**src/rtl/reset_sequencer_pkg.sv**
```systemverilog
// rtl/reset_sequencer_pkg.sv - shared state encoding and counter width rule for the reset sequencer
package reset_sequencer_pkg;

   // Debug-visible sequencer states; the encoding is exported on the state port.
   typedef enum logic [1:0] {
      HOLD = 2'd0,
      REL  = 2'd1,
      RUN  = 2'd2,
      SOFT = 2'd3
   } seq_state_t;

   // Smallest shared counter width able to reach both the release gap and the soft hold:
   // CNT_W must be >= clog2(max(RELEASE_GAP, SOFT_HOLD) + 1).
   function automatic int min_cnt_w(input int gap, input int hold);
      int m;
      m = (gap > hold) ? gap : hold;
      return $clog2(m + 1);
   endfunction

endpackage

```
**src/rtl/reset_sequencer_sync.sv**
```systemverilog
// rtl/reset_sequencer_sync.sv - async-assert / sync-deassert reset release synchroniser
module reset_sync #(
   parameter int SYNC_DEPTH = 2
) (
   input  logic clk,
   input  logic rst,
   output logic rst_sync
);

   logic [SYNC_DEPTH-1:0] chain;
   logic                  out_q;

   // Shift ones in after release; the final output flop keeps the FSM fanout off the
   // synchroniser's last stage, so rst_sync rises SYNC_DEPTH edges after edge 0.
   always_ff @(posedge clk or negedge rst) begin
      if (!rst) begin
         chain <= '0;
         out_q <= 1'b0;
      end else begin
         chain <= {chain[SYNC_DEPTH-2:0], 1'b1};
         out_q <= chain[SYNC_DEPTH-1];
      end
   end

   assign rst_sync = out_q;

endmodule

```
**src/rtl/reset_sequencer.sv**
```systemverilog
// rtl/reset_sequencer.sv - staged reset release controller with four-phase soft reset
module reset_sequencer
   import reset_sequencer_pkg::*;
#(
   parameter int NUM_STAGES  = 4,
   parameter int SYNC_DEPTH  = 2,
   parameter int RELEASE_GAP = 8,
   parameter int SOFT_HOLD   = 4,
   parameter int CNT_W       = 8
) (
   input  logic                  clk,
   input  logic                  rst,
   input  logic                  soft_req,
   output logic                  soft_ack,
   output logic [NUM_STAGES-1:0] stage_rst_n,
   output logic                  ready,
   output logic [1:0]            state
);

   localparam int IDX_W = $clog2(NUM_STAGES) + 1;
   localparam logic [CNT_W-1:0] GAP_END  = CNT_W'(RELEASE_GAP - 1);
   localparam logic [CNT_W-1:0] HOLD_END = CNT_W'(SOFT_HOLD - 1);
   localparam logic [IDX_W-1:0] LAST_IDX = IDX_W'(NUM_STAGES - 1);

   seq_state_t            state_q, state_d;
   logic [CNT_W-1:0]      cnt_q, cnt_d;
   logic [IDX_W-1:0]      idx_q, idx_d;
   logic [NUM_STAGES-1:0] stage_q, stage_d;
   logic                  ready_q, ready_d;
   logic                  ack_q, ack_d;
   logic                  pend_q, pend_d;
   logic                  enter_run;
   logic                  rst_sync;

   reset_sync #(
      .SYNC_DEPTH(SYNC_DEPTH)
   ) u_sync (
      .clk      (clk),
      .rst      (rst),
      .rst_sync (rst_sync)
   );

   // Next-state, counter, stage and handshake decisions for one clock edge.
   always_comb begin
      state_d   = state_q;
      cnt_d     = cnt_q;
      idx_d     = idx_q;
      stage_d   = stage_q;
      ready_d   = ready_q;
      pend_d    = pend_q;
      ack_d     = ack_q;
      enter_run = 1'b0;

      case (state_q)
         HOLD: begin
            stage_d = '0;
            ready_d = 1'b0;
            if (rst_sync) begin
               state_d = REL;
               cnt_d   = '0;
               idx_d   = '0;
            end
         end
         REL: begin
            if (cnt_q == GAP_END) begin
               cnt_d = '0;
               for (int k = 0; k < NUM_STAGES; k++) begin
                  if (idx_q == IDX_W'(k)) begin
                     stage_d[k] = 1'b1;
                  end
               end
               idx_d = idx_q + 1'b1;
               if (idx_q == LAST_IDX) begin
                  state_d   = RUN;
                  ready_d   = 1'b1;
                  enter_run = 1'b1;
               end
            end else begin
               cnt_d = cnt_q + 1'b1;
            end
         end
         RUN: begin
            // An acknowledged request still held high must not start another sequence.
            if (soft_req && !ack_q) begin
               state_d = SOFT;
               stage_d = '0;
               ready_d = 1'b0;
               cnt_d   = '0;
               pend_d  = 1'b1;
            end
         end
         SOFT: begin
            if (cnt_q == HOLD_END) begin
               state_d = REL;
               cnt_d   = '0;
               idx_d   = '0;
            end else begin
               cnt_d = cnt_q + 1'b1;
            end
         end
         default: begin
            state_d = HOLD;
         end
      endcase

      // Ack on completing a soft-initiated sequence; drop it once the requester lets go.
      if (enter_run && pend_q) begin
         ack_d  = 1'b1;
         pend_d = 1'b0;
      end else if (!soft_req) begin
         ack_d = 1'b0;
      end
   end

   // Sequencer registers; rst forces every output to its reset value without waiting for clk.
   always_ff @(posedge clk or negedge rst) begin
      if (!rst) begin
         state_q <= HOLD;
         cnt_q   <= '0;
         idx_q   <= '0;
         stage_q <= '0;
         ready_q <= 1'b0;
         ack_q   <= 1'b0;
         pend_q  <= 1'b0;
      end else begin
         state_q <= state_d;
         cnt_q   <= cnt_d;
         idx_q   <= idx_d;
         stage_q <= stage_d;
         ready_q <= ready_d;
         ack_q   <= ack_d;
         pend_q  <= pend_d;
      end
   end

   assign stage_rst_n = stage_q;
   assign ready       = ready_q;
   assign soft_ack    = ack_q;
   assign state       = state_q;

endmodule

```
**config.mk**
```make
export PLATFORM = sky130hd
export DESIGN_NAME = reset_sequencer
export DESIGN_NICKNAME = d
export VERILOG_FILES = /design/src/rtl/reset_sequencer_pkg.sv /design/src/rtl/reset_sequencer_sync.sv /design/src/rtl/reset_sequencer.sv
export SDC_FILE = /design/constraint.sdc
export NUM_CORES = 1
export LEC_CHECK = 0
export CAP_MARGIN = 20
export CORE_UTILIZATION = 52
export DETAILED_ROUTE_END_ITERATION = 16
export DONT_BUFFER_PORTS = 1
export PLACE_DENSITY = 0.73
export SETUP_SLACK_MARGIN = 0.1
export SYNTH_ARGS = -nofsm -noshare
export SYNTH_HDL_FRONTEND = slang
export SYNTH_SLANG_ARGS = --single-unit
```
**constraint.sdc**
```tcl
create_clock -name clk -period 4.9 [get_ports clk]
set_input_delay 0 -clock clk [delete_from_list [all_inputs] [get_ports clk]]
set_output_delay 0 -clock clk [all_outputs]
set_load 0.1 [all_outputs]
```
==> flow_summary.yaml <==
pwr:
  p_sw_share_pct: 49.88
  power_uw: 830.1
  comb_power_share_pct: 42.1
  p_seq_share_pct: 46.0
  cellPowerDensity_nw_per_um2: 608.1
  p_switching_uw: 414.1
  p_leak_nw: 0.6249
  clock_power_share_pct: 11.9
  ir_worst_vdd_v: 0.0006247
  p_int_uw: 416.0
worst_setup_path:
  cp-start-kind: "flop"
  cp-endpoint: "cnt_q[4]"
  reg2reg_depth: 6
  crit_required_ns: 5.09
  criticalPathCategory: "flop to flop"
  cp_max_fo: 10
  startpoint: "state[1]"
  r2r-start: "state[1]"
  arrival_ns: 2.83
  r2r_end: "cnt_q[4]"
  reg2reg_slack_ns: 2.26
  cp-end-kind: "flop"
cells_and_area:
  register_area_um2: 551.8
  drive_gt1_share_pct: 12.50
  final_nets: 143
  fillers: 183
  diodes: 0
  syn_to_final_growth_pct: 5.513
  multi_input_area_um2: 661.9
timing:
  tightest_slew_ns: 0.9967
  setup_violations: 0
  finalClockSkew_ns: 0.005479
  tns_ns: 0
  min_period_over_period_pct: 53.79
  holdWs_ns: 0.1048
  finalMaxSlewViolations: 0
  finalHoldViolCount: 0
  rsz0062_at_grt: "false"
  worst_slew_margin_rel_pct: 33.55
  finalCriticalPeriod_ns: 2.636
  max_freq_mhz: 379.4
synth:
  avgSynthCellArea_um2: 10.19
  synth_seq_area_share_pct: 42.55
  synth.cell_area_um2: 1294
  yosys_warnings: 0
  syn_nets: 141
  synthFlopType: "dfrtp_1"
  synth_seq_cells: 22
  synth_top_cell_by_area: "dfrtp_1"
  synth-async-reset-ratio_pct: 100.0
  synth_area_leaders: "dfrtp_1 (43%), ha_1 (11%), mux2i_1 (3.9%), inv_1 (3.5%), nor2_1 (2.9%)"
  synth_cells: 127
  synth_edf_count: 0
  yosysTopAreaCellShare_pct: 42.55
  synth.distinct_cells: 38
clocking:
  cts_max_level: 1
  cts.clk_slew.worst_paths_ns: 0.12
  clk_latency_ns: 0.30
  cts_tree: "done"
  cts_setup_buffers: 0
  clk_path_buf_depth: 2
  cts-root-buf: "clkbuf_4"
  cts_inserted_buffers: 3
  clock_sinks: 22
die:
  design.core.area_um2: 2276
  die_h_um: 51.88
  start_util_pct: 56.84
  fp.dieArea_um2: 2692
  die_w_um: 51.88
  pin_count: 11
  std_cell_rows: 17
detailed_routing:
  dr_total_vias: 928
  drt_pass1_iterations: 4
  avgViaCountPerCell: 5.949
  post_drt_wl_per_cell_um: 14.17
  drc_errors: 0
  drt_iter0_markers: 28
  wl_um: 2211
  ant_nets: 0
placement:
  routabilityCongestion: 0.9278
  dp_hpwl_um: 1657
  portBuffers: 0
global_route:
  grt_pass1_wl_um: 3746
  grt_antenna_before_repair: 0
  grt.total_usage_pct: 18.94
  grt_overflow: 0
  grt_pass1_vias: 862
  grt_max_degree: 23
run:
  cap_violations: 0
worst_hold_path:
  hold_class: "input port to async pin"
status:
  run_status: "finished, final reports clean"
-- Yosys cell counts (2+ instances only) --
cell and n:
a211oi_1 2, a21o_1 2, a21oi_1 6, a31oi_1 5
a41oi_1 3, clkbuf_1 2, dfrtp_1 22, ha_1 11
inv_1 12, mux2i_1 5, nand2_1 7, nand2b_1 2
nand3_1 5, nor2_1 10, o21ai_0 4, o2bb2ai_1 4
or2_2 3, or3_1 2
-- logic make-up after synthesis --
group                      count (synthesis)  synth area share (%)
muxes                                      7                 5.899
DFF                                       22                 42.55
buffers and inverters                     18                 6.286
xor gates and xnor gates                   1                0.6771
AOI/OAI and AO/OA                         31                 19.05
adders and majority gates                 11                 10.64
and+or+nand+nor                           36                 14.60
other                                      1                0.2899
-- cells in the final DEF, fill, tap and decap left out, types with 4 or more instances in the layout --
cell	synthesis	final
o2bb2ai_1	4	4
nand2_1	7	7
mux2i_1	5	5
a21oi_1	6	6
dfrtp_1	22	21
a31oi_1	5	5
o21ai_0	4	4
inv_1	12	12
ha_1	11	11
nor2_1	10	10
nand3_1	5	5
-- area by class of cell --
type | instances | share of cell area [%]
Multi-Input combinational cell | 87 | 48.49
Clock buffer | 4 | 2.658
Inverter | 12 | 3.300
Sequential cell | 22 | 40.42
Timing Repair Buffer | 3 | 2.566
Tap cell | 28 | 2.566
-- critical path: stages (launching register included) --
cell	delay [ns]
dfrtp_1	1.02
inv_1	0.21
ha_1	0.39
nor2_1	0.13
or4b_4	0.51
a31oi_1	0.16
o2bb2ai_1	0.09
-- power by group through the flow --
stage / combinational [mW] / sequential [mW] / clock, mW
floorplan: 0.289 / 0.376 / 0
global placement: 0.331 / 0.384 / 0
detailed placement: 0.340 / 0.386 / 0
CTS: 0.347 / 0.383 / 0.102
global route: 0.393 / 0.388 / 0.110
finish: 0.350 / 0.382 / 0.0984
-- worst min path at each step --
stage               slack [ns]  endpoint  cells after the start      from
detailed placement       -0.30  soft_ack                      0       rst
global placement         -0.30  soft_ack                      0       rst
CTS                       0.12    pend_q                      3  soft_req
global route              0.14  cnt_q[7]                      1       rst
floorplan                -0.30  cnt_q[0]                      0       rst
finish                    0.10  cnt_q[7]                      1       rst
-- metal layers --
layer,vias up,wire length (um),GRT usage (%)
li1,449,-,-
met1,439,1025,25.75
met2,36,1017,29.27
met3,4,143,4.094
met4,0,26,7.207
met5,-,0,0
-- sequential cells by signal, summed over array words and instances (netlist names) --
| name | cells |
|---|---|
| u_sync.rst_sync | 1 |
| stage_rst_n | 4 |
| state | 2 |
| idx_q | 3 |
| pend_q | 1 |
| soft_ack | 1 |
| cnt_q | 8 |
| u_sync.chain | 2 |
-- timing repair --
| action | CTS | global route |
|---|---|---|
| hold buffers | 2 | 0 |
| resized for setup | 0 | 0 |
| hold endpoints to repair | 23 | 0 |
-- per-stage QoR --
stage | std cells | util (%) | worst slack, ns | instance area [um^2]
4_1_cts | 155 | 59.32 | 2.283 | 1350
3_3_place_gp | 149 | 56.84 | 2.346 | 1294
5_1_grt | 156 | 59.98 | 2.139 | 1365
2_1_floorplan | 127 | - | 2.478 | 1294
3_5_place_dp | 149 | 56.84 | 2.319 | 1294
6_report | 156 | 59.98 | 2.264 | 1365
Power figures use the tool's default switching activity.
